$ cat src/rtl/ah_pkg.sv
// Shared constants for the hash message-block / chaining-state register file.
package ah_pkg;

  localparam int unsigned WORD_W_DEF       = 32;
  localparam int unsigned BLOCK_WORDS_DEF  = 16;
  localparam int unsigned MD5_STATE_WORDS  = 4;
  localparam int unsigned SHA1_STATE_WORDS = 5;
  localparam int unsigned STATE_WORDS_DEF  = MD5_STATE_WORDS;

  // Initial values, word 0 (A) in the LSBs
  localparam logic [127:0] MD5_IV  = {32'h10325476, 32'h98badcfe,
                                      32'hefcdab89, 32'h67452301};
  localparam logic [159:0] SHA1_IV = {32'hc3d2e1f0, 32'h10325476, 32'h98badcfe,
                                      32'hefcdab89, 32'h67452301};

  // Width of a counter that indexes n words (at least one bit)
  function automatic int unsigned cnt_width(input int unsigned n);
    return (n < 2) ? 1 : $clog2(n);
  endfunction

endpackage

$ cat src/rtl/ah_blk_pingpong.sv
// Two-bank ping-pong message-block buffer with valid/ready fill and block release.
module ah_blk_pingpong
  import ah_pkg::*;
#(
  parameter int unsigned WORD_W      = WORD_W_DEF,
  parameter int unsigned BLOCK_WORDS = BLOCK_WORDS_DEF
) (
  input  logic                          clk,
  input  logic                          rst_n,
  input  logic                          flush,
  input  logic                          data_vld,
  output logic                          data_rdy,
  input  logic [WORD_W-1:0]             data_in,
  output logic                          blk_vld,
  input  logic                          blk_rel,
  output logic [BLOCK_WORDS*WORD_W-1:0] blk_out
);

  localparam int unsigned BLK_W = BLOCK_WORDS * WORD_W;
  localparam int unsigned CNT_W = cnt_width(BLOCK_WORDS);
  localparam logic [CNT_W-1:0] LAST_CNT = CNT_W'(BLOCK_WORDS - 1);

  logic [BLK_W-1:0] bank [2];
  logic [1:0]       full, fullNxt;
  logic             wrBank, wrBankNxt;
  logic             rdBank, rdBankNxt;
  logic [CNT_W-1:0] wrCnt, wrCntNxt;
  logic             accept;
  logic             relEff;

  // Handshake outputs come from registers only
  always_comb begin
    data_rdy = ~full[wrBank];
    blk_vld  = full[rdBank];
    blk_out  = bank[rdBank];
    accept   = data_vld & data_rdy & ~flush;
    relEff   = blk_rel & blk_vld & ~flush;
  end

  // Next pointers, fill count and full flags; flush overrides accept and release
  always_comb begin
    fullNxt   = full;
    wrBankNxt = wrBank;
    rdBankNxt = rdBank;
    wrCntNxt  = wrCnt;
    if (flush) begin
      fullNxt   = 2'b00;
      wrBankNxt = 1'b0;
      rdBankNxt = 1'b0;
      wrCntNxt  = '0;
    end else begin
      if (accept) begin
        if (wrCnt == LAST_CNT) begin
          fullNxt[wrBank] = 1'b1;
          wrBankNxt       = ~wrBank;
          wrCntNxt        = '0;
        end else begin
          wrCntNxt = wrCnt + CNT_W'(1);
        end
      end
      // A completing fill and a release always hit different banks
      if (relEff) begin
        fullNxt[rdBank] = 1'b0;
        rdBankNxt       = ~rdBank;
      end
    end
  end

  // Control registers
  always_ff @(posedge clk or negedge rst_n) begin
    if (!rst_n) begin
      full   <= 2'b00;
      wrBank <= 1'b0;
      rdBank <= 1'b0;
      wrCnt  <= '0;
    end else begin
      full   <= fullNxt;
      wrBank <= wrBankNxt;
      rdBank <= rdBankNxt;
      wrCnt  <= wrCntNxt;
    end
  end

  // Bank storage shifts toward the top word; contents need no reset
  always_ff @(posedge clk) begin
    if (accept) begin
      bank[wrBank] <= {bank[wrBank][BLK_W-WORD_W-1:0], data_in};
    end
  end

endmodule

$ cat src/rtl/ah_block_regs.sv
// Message-block buffer plus working/chaining state registers with feed-forward add.
module ah_block_regs
  import ah_pkg::*;
#(
  parameter int unsigned WORD_W      = WORD_W_DEF,
  parameter int unsigned BLOCK_WORDS = BLOCK_WORDS_DEF,
  parameter int unsigned STATE_WORDS = STATE_WORDS_DEF
) (
  input  logic                          clk,
  input  logic                          rst_n,
  input  logic                          flush,
  input  logic                          data_vld,
  output logic                          data_rdy,
  input  logic [WORD_W-1:0]             data_in,
  output logic                          blk_vld,
  input  logic                          blk_rel,
  output logic [BLOCK_WORDS*WORD_W-1:0] blk_out,
  input  logic                          state_load,
  input  logic [STATE_WORDS*WORD_W-1:0] state_in,
  input  logic                          round_en,
  input  logic [STATE_WORDS*WORD_W-1:0] state_comb,
  input  logic                          fold,
  output logic [STATE_WORDS*WORD_W-1:0] state_reg,
  output logic [STATE_WORDS*WORD_W-1:0] chain_reg
);

  localparam int unsigned ST_W = STATE_WORDS * WORD_W;

  logic [ST_W-1:0] foldSum;

  ah_blk_pingpong #(
    .WORD_W      (WORD_W),
    .BLOCK_WORDS (BLOCK_WORDS)
  ) uPingpong (
    .clk      (clk),
    .rst_n    (rst_n),
    .flush    (flush),
    .data_vld (data_vld),
    .data_rdy (data_rdy),
    .data_in  (data_in),
    .blk_vld  (blk_vld),
    .blk_rel  (blk_rel),
    .blk_out  (blk_out)
  );

  // Word-wise feed-forward add; carries stay inside each word
  always_comb begin
    foldSum = '0;
    for (int unsigned i = 0; i < STATE_WORDS; i++) begin
      foldSum[i*WORD_W +: WORD_W] = state_reg[i*WORD_W +: WORD_W]
                                  + chain_reg[i*WORD_W +: WORD_W];
    end
  end

  // Working and chaining state: load beats fold beats round
  always_ff @(posedge clk or negedge rst_n) begin
    if (!rst_n) begin
      state_reg <= '0;
      chain_reg <= '0;
    end else if (state_load) begin
      state_reg <= state_in;
      chain_reg <= state_in;
    end else if (fold) begin
      state_reg <= foldSum;
      chain_reg <= foldSum;
    end else if (round_en) begin
      state_reg <= state_comb;
    end
  end

endmodule

$ cat config.mk
export PLATFORM = sky130hd
export DESIGN_NAME = ah_block_regs
export DESIGN_NICKNAME = d
export VERILOG_FILES = /design/src/rtl/ah_pkg.sv /design/src/rtl/ah_blk_pingpong.sv /design/src/rtl/ah_block_regs.sv
export SDC_FILE = /design/constraint.sdc
export NUM_CORES = 2
export LEC_CHECK = 0
export CORE_AREA = 2 2 413 415
export CTS_BUF_LIST = sky130_fd_sc_hd__clkbuf_4
export CTS_CLUSTER_DIAMETER = 200
export DETAILED_ROUTE_END_ITERATION = 7
export DIE_AREA = 0 0 415 417
export DONT_BUFFER_PORTS = 1
export MAX_ROUTING_LAYER = met4
export PLACE_DENSITY_LB_ADDON = 0.08
export SYNTH_ARGS = -nofsm -noshare
export SYNTH_HDL_FRONTEND = slang
export SYNTH_SLANG_ARGS = --single-unit
export TNS_END_PERCENT = 1
$ cat constraint.sdc
create_clock -name clk -period 91.8 [get_ports clk]
set_input_delay 9.18 -clock clk [delete_from_list [all_inputs] [get_ports clk]]
set_output_delay 9.18 -clock clk [all_outputs]
set_load 0.005 [all_outputs]
==> flow_summary.ini <==
[run_status]
status = completed

[min_path]
whs_path_depth = 1
hp-start = uPingpong.bank[1][126]
holdPathEnd = uPingpong.bank[1][158]
hp-class = reg2reg

[critical_path]
regToRegStartpoint = uPingpong.wrBank
required_ps = 82620
critPathMaxFanout = 89
crit_path_end_kind = output port
start_kind = flop
rrSetupSlack_ps = 85370
worstPathArrival_ps = 6330
path_class = reg2out
ff2ff_path_depth = 8
timing.rr.end = uPingpong.bank[1][245]

[routing]
wl_per_cell_um = 32.2
dr_total_vias = 37512
avgViaCountPerCell = 5.46
dr.pass1.iters = 6
antenna_left = 0
drcViolationCount = 0
routed_wl_mm = 221
first_iter_violations = 2856

[logic_synthesis]
synth-seq-cells = 1288
synth_fa_ha_area_share_pct = 2.74
synth_area_um2 = 60000
yosysUniqueCellTypes = 74
syn_nets = 4578
synth_ff_type = edfxtp_1
synthCells = 4153
synth_mux_area_share_pct = 19.6
synth-simple-area-share_pct = 4.08
synth_edf_count = 1024
synth_top_family_by_area = multiplexers
synth_compound_area_share_pct = 8.21
synth_xor_area_share_pct = 1.65
ys_seq_area_share_pct = 62.2
async_flop_share_pct = 20.5
syn_area_per_cell_um2 = 14.5
ys_warn_count = 0

[power]
peakVddDrop_mv = 0.0126
power_density_nw_per_um2 = 25.1
p_leak_uw = 0.0239

[timing]
rsz0062_at_grt = false
layout_min_cycle_time_ps = 15510
max_clock_freq_ghz = 0.0645
holdWs_ps = 517
setup_tns_ps = 0
worst_slack_ps = 76290
fin_skew_ps = 106
hold_viol = 0
drv_slew = 0
final-setup-viol-count = 0
slew_headroom_pct = 25.3
post-route-period-util_pct = 16.9
worst_pin_slew_ps = 1120

[finish]
layout_commonest_cell = edfxtp_1
area_growth_pct = 11.7
final_nets = 4785
drive_above_1_share_pct = 35.9
final_area_um2 = 67100
fill_cells = 15964
stdcell_count = 6872
largest_reg_flops = 1024
final_cell_mix = 1024 x edfxtp_1, 1012 x mux2_2, 562 x clkbuf_4

[clocking]
clk_pin_slew_ps = 70
worstSkewPairLatency_ps = 1330
cts-root-buf = clkbuf_4
postCtsSetupBuffers = 0
cts_resized = 0
htree_levels = 5
clk_path_buf_depth = 4
cts_made_buffers = 379
postCtsHoldBufs = 0
clock_sinks = 1288
tritoncts = done

[die]
std_cell_rows = 151
initial_core_util_pct = 35.6
fp.coreArea_um2 = 169000
die_h_um = 417
ioPinCount = 1066
dieArea_um2 = 173000
dieWidth_um = 415

[place]
place_ws_ps = 77600
port_buffers = 0
detailed_place_hpwl_mm = 162
gp_congestion = 0.952
dpl_cell_area_um2 = 62400
place_inst = 6197

[global_routing]
grt_pass1_vias = 38521
track_usage_pct = 25.6
top_usage_layer = met2
gr-usage-met2_pct = 38.3
antenna_found_initial = 38
met1_usage_pct = 28.6
grt_pass1_wl_mm = 303
grt_max_degree = 265
met3_usage_pct = 9.46
grt-ovfl-total = 0

[flow_run]
max_cap_violations = 0
[layout make-up]
| cell class | count | area, um2 | area share [%] |
|---|---|---|---|
| Clock inverter | 72 | 335 | 0.500 |
| Sequential cell | 1288 | 37400 | 55.7 |
| Antenna cell | 41 | 103 | 0.153 |
| Inverter | 30 | 114 | 0.170 |
| Clock buffer | 562 | 4220 | 6.29 |
| Tap cell | 2218 | 2780 | 4.14 |
| Multi-Input combinational cell | 2620 | 21800 | 32.5 |
| Timing Repair Buffer | 41 | 333 | 0.496 |
[worst max-delay path, cell delays in order (launching register included)]
cell and delay [ps]:
dfrtp_4 1110, buf_4 730, buf_4 790, buf_4 810
buf_4 920, mux2_2 450
[through the flow]
| stage | utilization [%] | power, uW |
|---|---|---|
| 3_5_place_dp | 37.0 | 1160 |
| 5_1_grt | 39.8 | 1780 |
| 2_1_floorplan | - | 1020 |
| 6_report | 39.8 | 1690 |
| 3_3_place_gp | 37.0 | 1160 |
| 4_1_cts | 39.7 | 1700 |
[worst max path at each step]
stage	from	end	slack, ps	cells after the start
after floorplan	flush	uPingpong.bank[1][0]	43320	2
after global placement	uPingpong.rdBank	blk_out[110]	77720	5
after detailed placement	uPingpong.rdBank	blk_out[110]	77600	5
after CTS	uPingpong.rdBank	blk_out[110]	76080	5
after global routing	uPingpong.rdBank	blk_out[110]	75760	5
final	uPingpong.rdBank	blk_out[110]	76290	5
[cells in the mapped netlist, types with 4 or more instances]
library cell / count / area [um2]
a2111oi_0: 4 / 35.0
a211o_1: 8 / 70.1
a211oi_1: 16 / 120
a21o_1: 76 / 571
a21oi_1: 198 / 991
a221o_1: 14 / 140
a22oi_1: 57 / 428
a311oi_1: 5 / 43.8
a31o_2: 5 / 43.8
a31oi_1: 30 / 188
a41oi_1: 5 / 43.8
and2_1: 10 / 62.6
and3_1: 10 / 62.6
and4_1: 5 / 43.8
buf_1: 17 / 63.8
clkbuf_1: 197 / 739
dfrtp_1: 264 / 6610
edfxtp_1: 1024 / 30700
fa_1: 4 / 80.1
ha_1: 125 / 1560
inv_1: 29 / 109
mux2_2: 1012 / 11400
mux2i_1: 36 / 360
nand2_1: 247 / 927
nand2b_1: 13 / 81.3
nand3_1: 36 / 180
nand4_1: 12 / 75.1
nor2_1: 166 / 623
nor2b_1: 10 / 62.6
nor3_1: 25 / 125
o211ai_1: 21 / 158
o21a_1: 37 / 278
o21ai_0: 167 / 836
o21ai_1: 22 / 110
o21bai_1: 19 / 143
o22a_1: 20 / 175
o22ai_1: 21 / 131
o31ai_1: 10 / 75.1
or3_1: 13 / 81.3
xnor2_1: 69 / 604
xor2_1: 44 / 385
[power breakdown]
part	switching [uW]	internal, uW	leakage [uW]
registers	86.6	673	0.0126
logic	241	156	0.00856
clock network	247	282	0.00276
[kinds of logic after synthesis]
| logic type | count (synthesis) |
|---|---|
| AO/OA/AOI/OAI | 768 |
| XOR/XNOR | 113 |
| adder cells (fa/ha/maj) | 129 |
| buffers and inverters | 245 |
| flip-flops | 1288 |
| multiplexers | 1048 |
| AND/OR/NAND/NOR | 562 |
[layer usage]
metal | wire [um] | vias up
li1 | - | 16596
met1 | 85600 | 18755
met2 | 101000 | 1586
met3 | 19100 | 575
met4 | 16000 | 0
met5 | 0 | -
No activity file was read; power rests on OpenSTA's default activity.
